### src/rtl/clk_div_gate_bank_pkg.sv
// -----------------------------------------------------------------------------
// clk_div_bank_pkg
// Shared defaults and the per-channel state record for the clock divider bank.
//   NUM_CH_DEF  : default channel count
//   DIV_W_DEF   : default width of a half-period ratio field
//   DIV_W_MAX   : widest ratio field the state record can hold (DIV_W <= DIV_W_MAX)
//   ch_state_t  : one channel's architectural state
// -----------------------------------------------------------------------------
package clk_div_bank_pkg;

    localparam int NUM_CH_DEF = 4;
    localparam int DIV_W_DEF  = 8;
    localparam int DIV_W_MAX  = 16;

    // Ratio/counter fields are sized for the widest supported channel; narrower
    // channels zero-extend into them, so the upper bits stay constant zero.
    typedef struct packed {
        logic [DIV_W_MAX-1:0] active_ratio;
        logic [DIV_W_MAX-1:0] pending_ratio;
        logic                 pending_flag;
        logic [DIV_W_MAX-1:0] cnt;
        logic                 out_q;
        logic                 active;
    } ch_state_t;

endpackage

### src/rtl/clk_div_gate_bank_if.sv
// -----------------------------------------------------------------------------
// clk_div_gate_bank_if
// Control/status bundle of the clock divider bank.
//   div_ratio    : NUM_CH*DIV_W, channel c ratio at [c*DIV_W +: DIV_W]
//   div_load     : NUM_CH, one-cycle ratio capture request per channel
//   ch_enable    : NUM_CH, run level per channel
//   clock_output : NUM_CH, registered divided clocks
//   load_ack     : NUM_CH, pulse when a captured ratio takes effect
//   ch_active    : NUM_CH, channel is toggling
//   rise_strobe  : NUM_CH, only with CLK_DIV_BANK_EDGE_STROBE_EN defined
// master drives the controls, slave is the divider bank.
// -----------------------------------------------------------------------------
interface clk_div_gate_bank_if #(
    parameter int NUM_CH = clk_div_bank_pkg::NUM_CH_DEF,
    parameter int DIV_W  = clk_div_bank_pkg::DIV_W_DEF
);
    logic [NUM_CH*DIV_W-1:0] div_ratio;
    logic [NUM_CH-1:0]       div_load;
    logic [NUM_CH-1:0]       ch_enable;
    logic [NUM_CH-1:0]       clock_output;
    logic [NUM_CH-1:0]       load_ack;
    logic [NUM_CH-1:0]       ch_active;
`ifdef CLK_DIV_BANK_EDGE_STROBE_EN
    logic [NUM_CH-1:0]       rise_strobe;
`endif

    modport master (
        output div_ratio, div_load, ch_enable,
        input  clock_output, load_ack, ch_active
`ifdef CLK_DIV_BANK_EDGE_STROBE_EN
        , input rise_strobe
`endif
    );

    modport slave (
        input  div_ratio, div_load, ch_enable,
        output clock_output, load_ack, ch_active
`ifdef CLK_DIV_BANK_EDGE_STROBE_EN
        , output rise_strobe
`endif
    );
endinterface

### src/rtl/clk_div_gate_bank_channel.sv
// -----------------------------------------------------------------------------
// clk_div_channel
// One divider lane: 50% duty divide-by-2*(R+1), glitch-free enable/disable and
// ratio reload deferred to the falling toggle.
//   clk_i, rst_i : clock, synchronous active-high reset
//   ratio_i      : this lane's ratio slice
//   load_i       : capture ratio_i as the pending ratio
//   enable_i     : run level
//   clk_o        : divided clock (register)
//   ack_o        : pulse when the pending ratio becomes active
//   active_o     : lane is toggling
//   strobe_o     : with CLK_DIV_BANK_EDGE_STROBE_EN, pulse on each clk_o rise
// -----------------------------------------------------------------------------
module clk_div_channel
    import clk_div_bank_pkg::*;
#(
    parameter int DIV_W = DIV_W_DEF
) (
    input  logic             clk_i,
    input  logic             rst_i,
    input  logic [DIV_W-1:0] ratio_i,
    input  logic             load_i,
    input  logic             enable_i,
    output logic             clk_o,
    output logic             ack_o,
    output logic             active_o
`ifdef CLK_DIV_BANK_EDGE_STROBE_EN
    , output logic           strobe_o
`endif
);

    ch_state_t            st_q, st_d;
    logic                 ack_q, ack_d;
    logic                 pend_eff;
    logic [DIV_W_MAX-1:0] pend_val;
    logic                 terminal;

    always_comb begin
        // A load in the same cycle as an apply point wins over an older
        // pending value, so the ack always carries the latest ratio.
        pend_eff = load_i | st_q.pending_flag;
        pend_val = load_i ? DIV_W_MAX'(ratio_i) : st_q.pending_ratio;
        terminal = (st_q.cnt == st_q.active_ratio);

        st_d               = st_q;
        st_d.pending_flag  = pend_eff;
        st_d.pending_ratio = pend_val;
        ack_d              = 1'b0;

        if (!st_q.active) begin
            // Idle: apply immediately so a simultaneous enable starts on the new ratio.
            if (pend_eff) begin
                st_d.active_ratio = pend_val;
                st_d.pending_flag = 1'b0;
                ack_d             = 1'b1;
            end
            if (enable_i) begin
                st_d.active = 1'b1;
                st_d.cnt    = '0;
                st_d.out_q  = 1'b0;
            end
        end else if (st_q.out_q) begin
            // High phase always runs to completion; disable and reload land on the fall.
            if (terminal) begin
                st_d.out_q = 1'b0;
                st_d.cnt   = '0;
                if (!enable_i)
                    st_d.active = 1'b0;
                if (pend_eff) begin
                    st_d.active_ratio = pend_val;
                    st_d.pending_flag = 1'b0;
                    ack_d             = 1'b1;
                end
            end else begin
                st_d.cnt = st_q.cnt + DIV_W_MAX'(1);
            end
        end else if (!enable_i) begin
            // Low phase: stopping now cannot produce a runt.
            st_d.active = 1'b0;
            st_d.cnt    = '0;
        end else if (terminal) begin
            st_d.out_q = 1'b1;
            st_d.cnt   = '0;
        end else begin
            st_d.cnt = st_q.cnt + DIV_W_MAX'(1);
        end
    end

    always_ff @(posedge clk_i) begin
        if (rst_i) begin
            st_q  <= '0;
            ack_q <= 1'b0;
        end else begin
            st_q  <= st_d;
            ack_q <= ack_d;
        end
    end

    assign clk_o    = st_q.out_q;
    assign ack_o    = ack_q;
    assign active_o = st_q.active;

`ifdef CLK_DIV_BANK_EDGE_STROBE_EN
    logic strobe_q, strobe_d;

    assign strobe_d = st_d.out_q & ~st_q.out_q;

    always_ff @(posedge clk_i) begin
        if (rst_i)
            strobe_q <= 1'b0;
        else
            strobe_q <= strobe_d;
    end

    assign strobe_o = strobe_q;
`endif

endmodule

### src/rtl/clk_div_gate_bank.sv
// -----------------------------------------------------------------------------
// clk_div_gate_bank
// Bank of NUM_CH independent programmable clock dividers fed by one clock.
//   clock_input : the only clock
//   reset       : synchronous active-high reset
//   bus         : clk_div_gate_bank_if.slave (ratios, loads, enables in;
//                 divided clocks, load acks, active flags out)
// Optional: CLK_DIV_BANK_EDGE_STROBE_EN adds bus.rise_strobe.
// -----------------------------------------------------------------------------
module clk_div_gate_bank
    import clk_div_bank_pkg::*;
#(
    parameter int NUM_CH = NUM_CH_DEF,
    parameter int DIV_W  = DIV_W_DEF
) (
    input  logic                 clock_input,
    input  logic                 reset,
    clk_div_gate_bank_if.slave   bus
);

    for (genvar c = 0; c < NUM_CH; c++) begin : g_ch
        clk_div_channel #(
            .DIV_W (DIV_W)
        ) u_ch (
            .clk_i    (clock_input),
            .rst_i    (reset),
            .ratio_i  (bus.div_ratio[c*DIV_W +: DIV_W]),
            .load_i   (bus.div_load[c]),
            .enable_i (bus.ch_enable[c]),
            .clk_o    (bus.clock_output[c]),
            .ack_o    (bus.load_ack[c]),
            .active_o (bus.ch_active[c])
`ifdef CLK_DIV_BANK_EDGE_STROBE_EN
            , .strobe_o (bus.rise_strobe[c])
`endif
        );
    end

endmodule

### src/flat_wrapper.sv
// flat-port wrapper written by rule: the top's interface ports become plain ports
module clk_div_gate_bank_flat import clk_div_bank_pkg::*;
#(
    parameter int NUM_CH = NUM_CH_DEF,
    parameter int DIV_W  = DIV_W_DEF
)
  (clock_input, reset, bus_div_ratio, bus_div_load, bus_ch_enable, bus_clock_output, bus_load_ack, bus_ch_active);
  clk_div_gate_bank_if #(.NUM_CH(NUM_CH), .DIV_W(DIV_W)) bus_i ();
  input  logic clock_input;
  input  logic reset;
  input wire logic [$bits(bus_i.div_ratio)-1:0] bus_div_ratio;
  input wire logic [$bits(bus_i.div_load)-1:0] bus_div_load;
  input wire logic [$bits(bus_i.ch_enable)-1:0] bus_ch_enable;
  output wire logic [$bits(bus_i.clock_output)-1:0] bus_clock_output;
  output wire logic [$bits(bus_i.load_ack)-1:0] bus_load_ack;
  output wire logic [$bits(bus_i.ch_active)-1:0] bus_ch_active;
  assign bus_i.div_ratio = bus_div_ratio;
  assign bus_i.div_load = bus_div_load;
  assign bus_i.ch_enable = bus_ch_enable;
  assign bus_clock_output = bus_i.clock_output;
  assign bus_load_ack = bus_i.load_ack;
  assign bus_ch_active = bus_i.ch_active;
  clk_div_gate_bank #(.NUM_CH(NUM_CH), .DIV_W(DIV_W)) u_core (.clock_input(clock_input), .reset(reset), .bus(bus_i));
endmodule
### config.mk
export PLATFORM = sky130hd
export DESIGN_NAME = clk_div_gate_bank_flat
export DESIGN_NICKNAME = d
export VERILOG_FILES = /design/src/rtl/clk_div_gate_bank_pkg.sv /design/src/rtl/clk_div_gate_bank_if.sv /design/src/rtl/clk_div_gate_bank_channel.sv /design/src/rtl/clk_div_gate_bank.sv /design/src/flat_wrapper.sv
export SDC_FILE = /design/constraint.sdc
export NUM_CORES = 1
export LEC_CHECK = 0
export BUFFER_PORTS_ARGS = -buffer_cell sky130_fd_sc_hd__buf_2
export CORE_MARGIN = 4
export CORE_UTILIZATION = 65
export CTS_BUF_LIST = sky130_fd_sc_hd__clkbuf_2
export CTS_CLUSTER_DIAMETER = 40
export DETAILED_ROUTE_END_ITERATION = 8
export PLACE_DENSITY = 0.86
export SLEW_MARGIN = 10
export SYNTH_ARGS = -nofsm -noshare
export SYNTH_HDL_FRONTEND = slang
export SYNTH_SLANG_ARGS = --single-unit
### constraint.sdc
create_clock -name clock_input -period 3.4 [get_ports clock_input]
set_input_delay 0 -clock clock_input [delete_from_list [all_inputs] [get_ports clock_input]]
set_output_delay 0 -clock clock_input [all_outputs]
set_load 0.05 [all_outputs]
==> impl_metrics.tcl, run 1 <==
set metrics [dict create \
    status "finished, final reports clean" \
    worstPathCellList "xor2_1, nor4_1, nand4_1, o211a_1, nor2_1, nor2_1, dlygate4sd3_1" \
    via_count 7327 \
    min_period_ps 2490 \
    drtAntennaViolNets 0 \
    drt_iter0_drc 774 \
    die_h_um 123 \
    syn_area_um2 8620 \
    cts.clk_slew.worst_paths_ps 110 \
    cpLargestDelayFamily "simple AND/OR/NAND/NOR gates" \
    cp.arrival_ps 3170 \
    fp.coreArea_um2 12800 \
    fin_nets 1119 \
    wl_um 21100 \
    p_int_mw 3.32 \
    syn2layout_area_growth_pct 20.2 \
    setup.worst_path.end_class "flop" \
    antenna_found_initial 1 \
    crit_type "reg -> reg" \
    dpl.hpwl_um 11500 \
    grt_max_degree 47 \
    maxSlewViolCount 0 \
    synthArstFlopShare_pct 0 \
    cts-htree-levels 2 \
    setup_tns_ps 0 \
    grt.overflow.total 0 \
    whs_ps 117 \
    avgSynthCellArea_um2 9.46 \
    start_util_pct 67.5 \
    dp_cells 1086 \
    finalPower_mw 4.62 \
    vdd_drop_max_mv 0.334 \
    combPwrFrac_pct 10.5 \
    dr.pass1.iters 5 \
    fillCellCount 765 \
    cts_root_buffer "clkbuf_2" \
    p_sw_share_pct 28.2 \
    die_area_um2 15200 \
    grt_pass1_vias 7284 \
    cp-start-kind "flop" \
    final_cell_area_um2 10400 \
    cts_made_buffers 50 \
    cp.required_ps 4070 \
    power.leakage_nw 4.56 \
    clk_path_buf_depth 3 \
    crit_path_max_incr_delay_ps 560 \
    rsz0062_at_grt "no" \
    io_buffers 53 \
    clkLatencyLatePin_ps 790 \
    drive_gt1_share_pct 14.1 \
    slowest_stage "dlygate4sd3_1" \
    syn-instance-count 911 \
    multiInputGateArea_um2 4100 \
    clockPowerShare_pct 34.5 \
    avgRoutedWirePerCell_um 16.5 \
    seqCellArea_um2 4160 \
    fin_crit_sh_pct 73.3 \
    synthFlopType "dfxtp_1" \
    viasPerCell 5.71 \
    drv_cap 0 \
    grt.total_usage_pct 28.4 \
    ctsResizeCount 0 \
    synth_edf_count 0 \
    dp_slack_ps 1070 \
    cts_tree "yes" \
    power.switching_mw 1.30 \
    cp_num_buf_inv 1 \
    max_slew_margin_pct 12.1 \
    setup_viol 0 \
    ys_types 50 \
    mostFrequentLayoutCells "dfxtp_1 (208), dlygate4sd3_1 (106), nor2_1 (83), clkbuf_2 (78), nand2_1 (71)" \
    ioPinCount 54 \
    dpl_cell_area_um2 8850 \
    timing.fmax_mhz 401 \
    power_frac_seq_pct 55.0 \
    syn-num-nets 957 \
    pwr_density_cell_nw_per_um2 446 \
    cpMostUsedCell "nor2_1" \
    drc 0 \
    worst_pin_slew_ps 1320 \
    globalplace.congestion 0.859 \
    clock_skew_ps 44.8 \
    cp_max_fo 23 \
    final_core_util_pct 81.1 \
    stdcell_count 1284 \
    num_rows 41 \
    yosysSeqAreaShare_pct 48.3 \
    final_common_cell "dfxtp_1" \
    cts_sinks 208 \
    grt_pass1_wl_um 34500 \
    yosysWarnings 0 \
    setup_slack_ps 908 \
    ys_ff_latch 208 \
    min_path_type "in -> reg" \
    dieWidth_um 123 \
    hold_violations 0 \
]
-- cell families (layout without fill, tap and decap cells) --
| kind of cell | Yosys count | in the layout | share of synthesized area (%) |
|---|---|---|---|
| buffers and inverters | 73 | 273 | 4.12 |
| adders and majority gates | 4 | 4 | 0.581 |
| DFF | 208 | 208 | 48.3 |
| xor gates and xnor gates | 73 | 73 | 7.64 |
| AOI/OAI and AO/OA | 177 | 177 | 14.9 |
| muxes | 39 | 39 | 4.53 |
| and+or+nand+nor | 337 | 337 | 19.9 |
| other | 0 | 1 | 0 |
-- path summary, 6_finish.rpt --
check | start | endpoint | slack (ps) | depth (start not counted)
hold / removal | bus_ch_enable[0] | u_core.g_ch[0].u_ch.clk_o$_SDFFE_PP0P_ | 120 | 4
setup / recovery | u_core.g_ch[2].u_ch.st_q[11]$_SDFFE_PP0P_ | u_core.g_ch[2].u_ch.active_o$_SDFF_PP0_ | 910 | 7
setup reg to reg | u_core.g_ch[2].u_ch.st_q[11]$_SDFFE_PP0P_ | u_core.g_ch[2].u_ch.active_o$_SDFF_PP0_ | 910 | 7
hold reg to reg | u_core.g_ch[2].u_ch.st_q[30]$_SDFF_PP0_ | u_core.g_ch[2].u_ch.st_q[30]$_SDFF_PP0_ | 470 | 1
-- layer usage --
metal	routed length (µm)	part of all wire [%]	up-vias	track usage, %
met5	0	0	-	0
met4	949	4.5	0	15.0
met3	1040	4.9	80	5.03
met2	10300	49	253	48.9
met1	8860	42	3420	33.6
li1	-	-	3574	-
-- final cells by class --
cell class                 instances  area share, %
antenna                            1         0.0242
tap                              172           2.08
clock inverter                    12          0.447
inverter                          17          0.616
multi-input combinational        630           39.6
timing repair buffer             166           13.3
clock buffer                      78           3.77
sequential                       208           40.2
-- flip-flops by register name, indices dropped and copies added, names as in the netlist --
name	cells
u_core.g_ch.u_ch.active_o	4
u_core.g_ch.u_ch.ack_o	4
u_core.g_ch.u_ch.clk_o	4
u_core.g_ch.u_ch.st_q	196
-- power groups by stage --
stage,logic [mW],clock network [mW],registers (mW)
floorplan,0.283,0,2.58
global placement,0.343,0,2.59
detailed placement,0.350,0,2.59
CTS,0.460,1.59,2.53
global route,0.522,1.75,2.55
finish,0.486,1.59,2.54
-- Yosys cell counts, drive strengths merged, types with 2 or more instances --
master	count	area share, %
a21o	9	0.78
a21oi	25	1.6
a22o	67	6.9
a22oi	4	0.35
a31oi	20	1.5
a41oi	2	0.20
and2	48	3.5
and3	14	1.0
and4	5	0.51
buf	35	2.5
clkbuf	21	0.91
dfxtp	208	48
ha	4	0.58
inv	17	0.74
mux2i	39	4.5
nand2	72	3.2
nand2b	5	0.36
nand3	34	2.0
nand3b	3	0.26
nand4	19	1.5
nor2	83	3.6
nor3	24	1.4
nor3b	6	0.52
nor4	15	1.3
o211a	2	0.23
o21a	6	0.52
o21ai	31	1.8
o22a	2	0.20
o22ai	4	0.29
o2bb2ai	2	0.20
or2	2	0.15
or3	3	0.22
or3b	2	0.20
xnor2	21	2.4
xor2	52	5.3
-- worst reg2reg max path, cell delays in order (launching register included) --
cell and delay, ps:
dfxtp_1 490, xor2_1 100, nor4_1 340, nand4_1 240, o211a_1 420, nor2_1 180
nor2_1 50, dlygate4sd3_1 560
-- what timing repair did --
| action | in CTS | in global routing |
|---|---|---|
| hold buffers | 106 | 0 |
| setup buffers | 0 | 0 |
| hold endpoints to repair | 170 | 0 |
Power figures use the tool's default switching activity.
==> run 2: changes to the inputs <==
--- a/config.mk
+++ b/config.mk
@@ -7,11 +7,11 @@
 export LEC_CHECK = 0
 export BUFFER_PORTS_ARGS = -buffer_cell sky130_fd_sc_hd__buf_2
 export CORE_MARGIN = 4
-export CORE_UTILIZATION = 65
+export CORE_UTILIZATION = 63
 export CTS_BUF_LIST = sky130_fd_sc_hd__clkbuf_2
 export CTS_CLUSTER_DIAMETER = 40
 export DETAILED_ROUTE_END_ITERATION = 8
-export PLACE_DENSITY = 0.86
+export PLACE_DENSITY = 0.83
 export SLEW_MARGIN = 10
 export SYNTH_ARGS = -nofsm -noshare
 export SYNTH_HDL_FRONTEND = slang
==> constraint.sdc (replaced) <==
create_clock -name clock_input -period 2.3 [get_ports clock_input]
set_input_delay 0 -clock clock_input [delete_from_list [all_inputs] [get_ports clock_input]]
set_output_delay 0 -clock clock_input [all_outputs]
set_load 0.05 [all_outputs]
==> run 2 against run 1 <==
Compared with the run above:
- total power increased by 47%
- clock power increased by 45%
- clock skew decreased by 3.0 ps
- hold slack got worse by 6.7 ps
- sequential share of layout area shrank 0.57 points
- largest cell class unchanged
- utilization fell by 2.1 points
- first-iteration DRC count decreased by 15%
- via count increased by 0.94%
- design area increased by 1.5%
==> impl_metrics.tcl, run 2 (same netlist as run 1, synthesis figures left out) <==
set metrics [dict create \
    hold_violations 0 \
    reg2regPathDepth 7 \
    cts_sinks 208 \
    dp_cells 1114 \
    fp.coreArea_um2 13300 \
    min_path_type "in -> reg" \
    setup_viol 0 \
    wl_um 21400 \
    grt_max_degree 55 \
    hold_end "u_core.g_ch[0].u_ch.clk_o$_SDFFE_PP0P_" \
    power.leakage_nw 4.65 \
    fin_crit_sh_pct 95.8 \
    drt_iter0_drc 656 \
    io_buffers 53 \
    ioPinCount 54 \
    cts_tree "yes" \
    r2r_slack_ps 100 \
    clock_skew_ps 41.8 \
    regToRegEndpoint "u_core.g_ch[0].u_ch.active_o$_SDFF_PP0_" \
    die_h_um 125 \
    clk_path_buf_depth 3 \
    timing.fmax_mhz 454 \
    final_core_util_pct 79.0 \
    dpl.hpwl_um 12200 \
    status "finished, final reports clean" \
    stdcell_count 1303 \
    cts_made_buffers 49 \
    num_rows 42 \
    globalplace.congestion 0.858 \
    drv_cap 0 \
    cp.arrival_ps 2860 \
    drive_gt1_share_pct 16.0 \
    dpl_cell_area_um2 9050 \
    grt.total_usage_pct 27.1 \
    via_count 7396 \
    min_period_ps 2200 \
    fillCellCount 841 \
    dieWidth_um 125 \
    cp-start-kind "flop" \
    die_area_um2 15600 \
    pwr_density_cell_nw_per_um2 648 \
    clkLatencyLatePin_ps 790 \
    viasPerCell 5.68 \
    setup.worst_path.end_class "flop" \
    cts-htree-levels 2 \
    hold_path_startpoint "bus_ch_enable[0]" \
    finalPower_mw 6.81 \
    mostFrequentLayoutCells "dfxtp_1 (208), dlygate4sd3_1 (102), nor2_1 (83), nand2_1 (71), clkbuf_2 (70)" \
    dr.pass1.iters 5 \
    cp.required_ps 2960 \
    drc 0 \
    final_cell_area_um2 10500 \
    cp_max_fo 5 \
    fin_nets 1138 \
    max_slew_margin_pct 50.5 \
    whs_ps 110 \
    drtAntennaViolNets 0 \
    avgRoutedWirePerCell_um 16.4 \
    syn2layout_area_growth_pct 22.0 \
    worst_pin_slew_ps 735 \
    final_common_cell "dfxtp_1" \
    grt_pass1_wl_um 35700 \
    grt.overflow.total 0 \
    largest_register "u_core.g_ch.u_ch.st_q" \
    r2r_start "u_core.g_ch[0].u_ch.st_q[6]$_SDFFE_PP0P_" \
    hold_depth 4 \
    cts.clk_slew.worst_paths_ps 120 \
    vdd_drop_max_mv 0.656 \
    start_util_pct 64.8 \
    crit_type "reg -> reg" \
    maxSlewViolCount 0 \
    largest_reg_flops 196 \
    cts_root_buffer "clkbuf_2" \
    antenna_found_initial 1 \
    grt_pass1_vias 7357 \
]
run 2: cell count changes in the layout (fill, tap and decap cells not counted), moves of 2 or more:
cell           before  now
buf_4               7   30
nor4_2              0    2
clkbuf_2           78   70
dlygate4sd3_1     106  102
clkinv_2            1    5
nor4_1             14   12
run 2: report_power, final:
group	total, mW	internal, mW	leakage, nW	switching [mW]
Combinational	0.760	0.359	2.64	0.401
Sequential	3.75	3.69	1.69	0.0656
Clock	2.30	0.815	0.326	1.48
run 2: what timing repair did:
item,4_1_cts,5_1_grt
endpoints found under the setup margin,0,20
resized for setup,0,3
endpoints found under the hold margin,179,0
hold buffers,102,0
setup buffers,0,1
run 2: worst max-delay path, cell delays in order (launching register included):
cell	delay (ps)
dfxtp_1	380
xnor2_1	290
nand4_1	210
nor4_4	240
buf_4	190
nand3b_1	140
a21oi_1	80
dlygate4sd3_1	560
run 2: cell type report:
cell class	count	area (µm²)	area share, %
repair buffers	186	1530	14.6
clock buffers	70	350	3.33
multi-input cells	630	4110	39.1
well taps	176	220	2.10
diodes	1	2.50	0.0238
inverters	17	63.8	0.607
flip-flops and latches	208	4160	39.6
clock inverters	15	62.6	0.595
run 2: layer usage:
metal  share of wire, %  up-vias  track usage [%]
li1                   -     3615                -
met1                 43     3457             33.9
met2                 49      249             45.5
met3                5.4       75             6.10
met5                  0        -                0
met4                3.5        0             11.6
run 2: how the worst max path moves through the flow:
stage,startpoint,endpoint,slack [ps],cells past startpoint
2_1_floorplan,u_core.g_ch[0].u_ch.st_q[5]$_SDFFE_PP0P_,u_core.g_ch[0].u_ch.st_q[49]$_SDFFE_PP0P_,280,8
3_3_place_gp,u_core.g_ch[1].u_ch.st_q[11]$_SDFFE_PP0P_,u_core.g_ch[1].u_ch.st_q[9]$_SDFFE_PP0P_,220,6
3_5_place_dp,u_core.g_ch[1].u_ch.st_q[10]$_SDFFE_PP0P_,u_core.g_ch[1].u_ch.st_q[15]$_SDFFE_PP0P_,170,6
4_1_cts,u_core.g_ch[1].u_ch.st_q[11]$_SDFFE_PP0P_,u_core.g_ch[1].u_ch.active_o$_SDFF_PP0_,90,6
5_1_grt,u_core.g_ch[1].u_ch.st_q[6]$_SDFFE_PP0P_,u_core.g_ch[1].u_ch.active_o$_SDFF_PP0_,-0.1,6
6_report,u_core.g_ch[0].u_ch.st_q[6]$_SDFFE_PP0P_,u_core.g_ch[0].u_ch.active_o$_SDFF_PP0_,100,7
run 2: metrics by stage:
step	TNS, ps	worst slack [ps]
finish	0	96.2
global placement	0	223
global route	-0.144	-0.144
detailed placement	0	172
CTS	0	93.4
floorplan	0	281
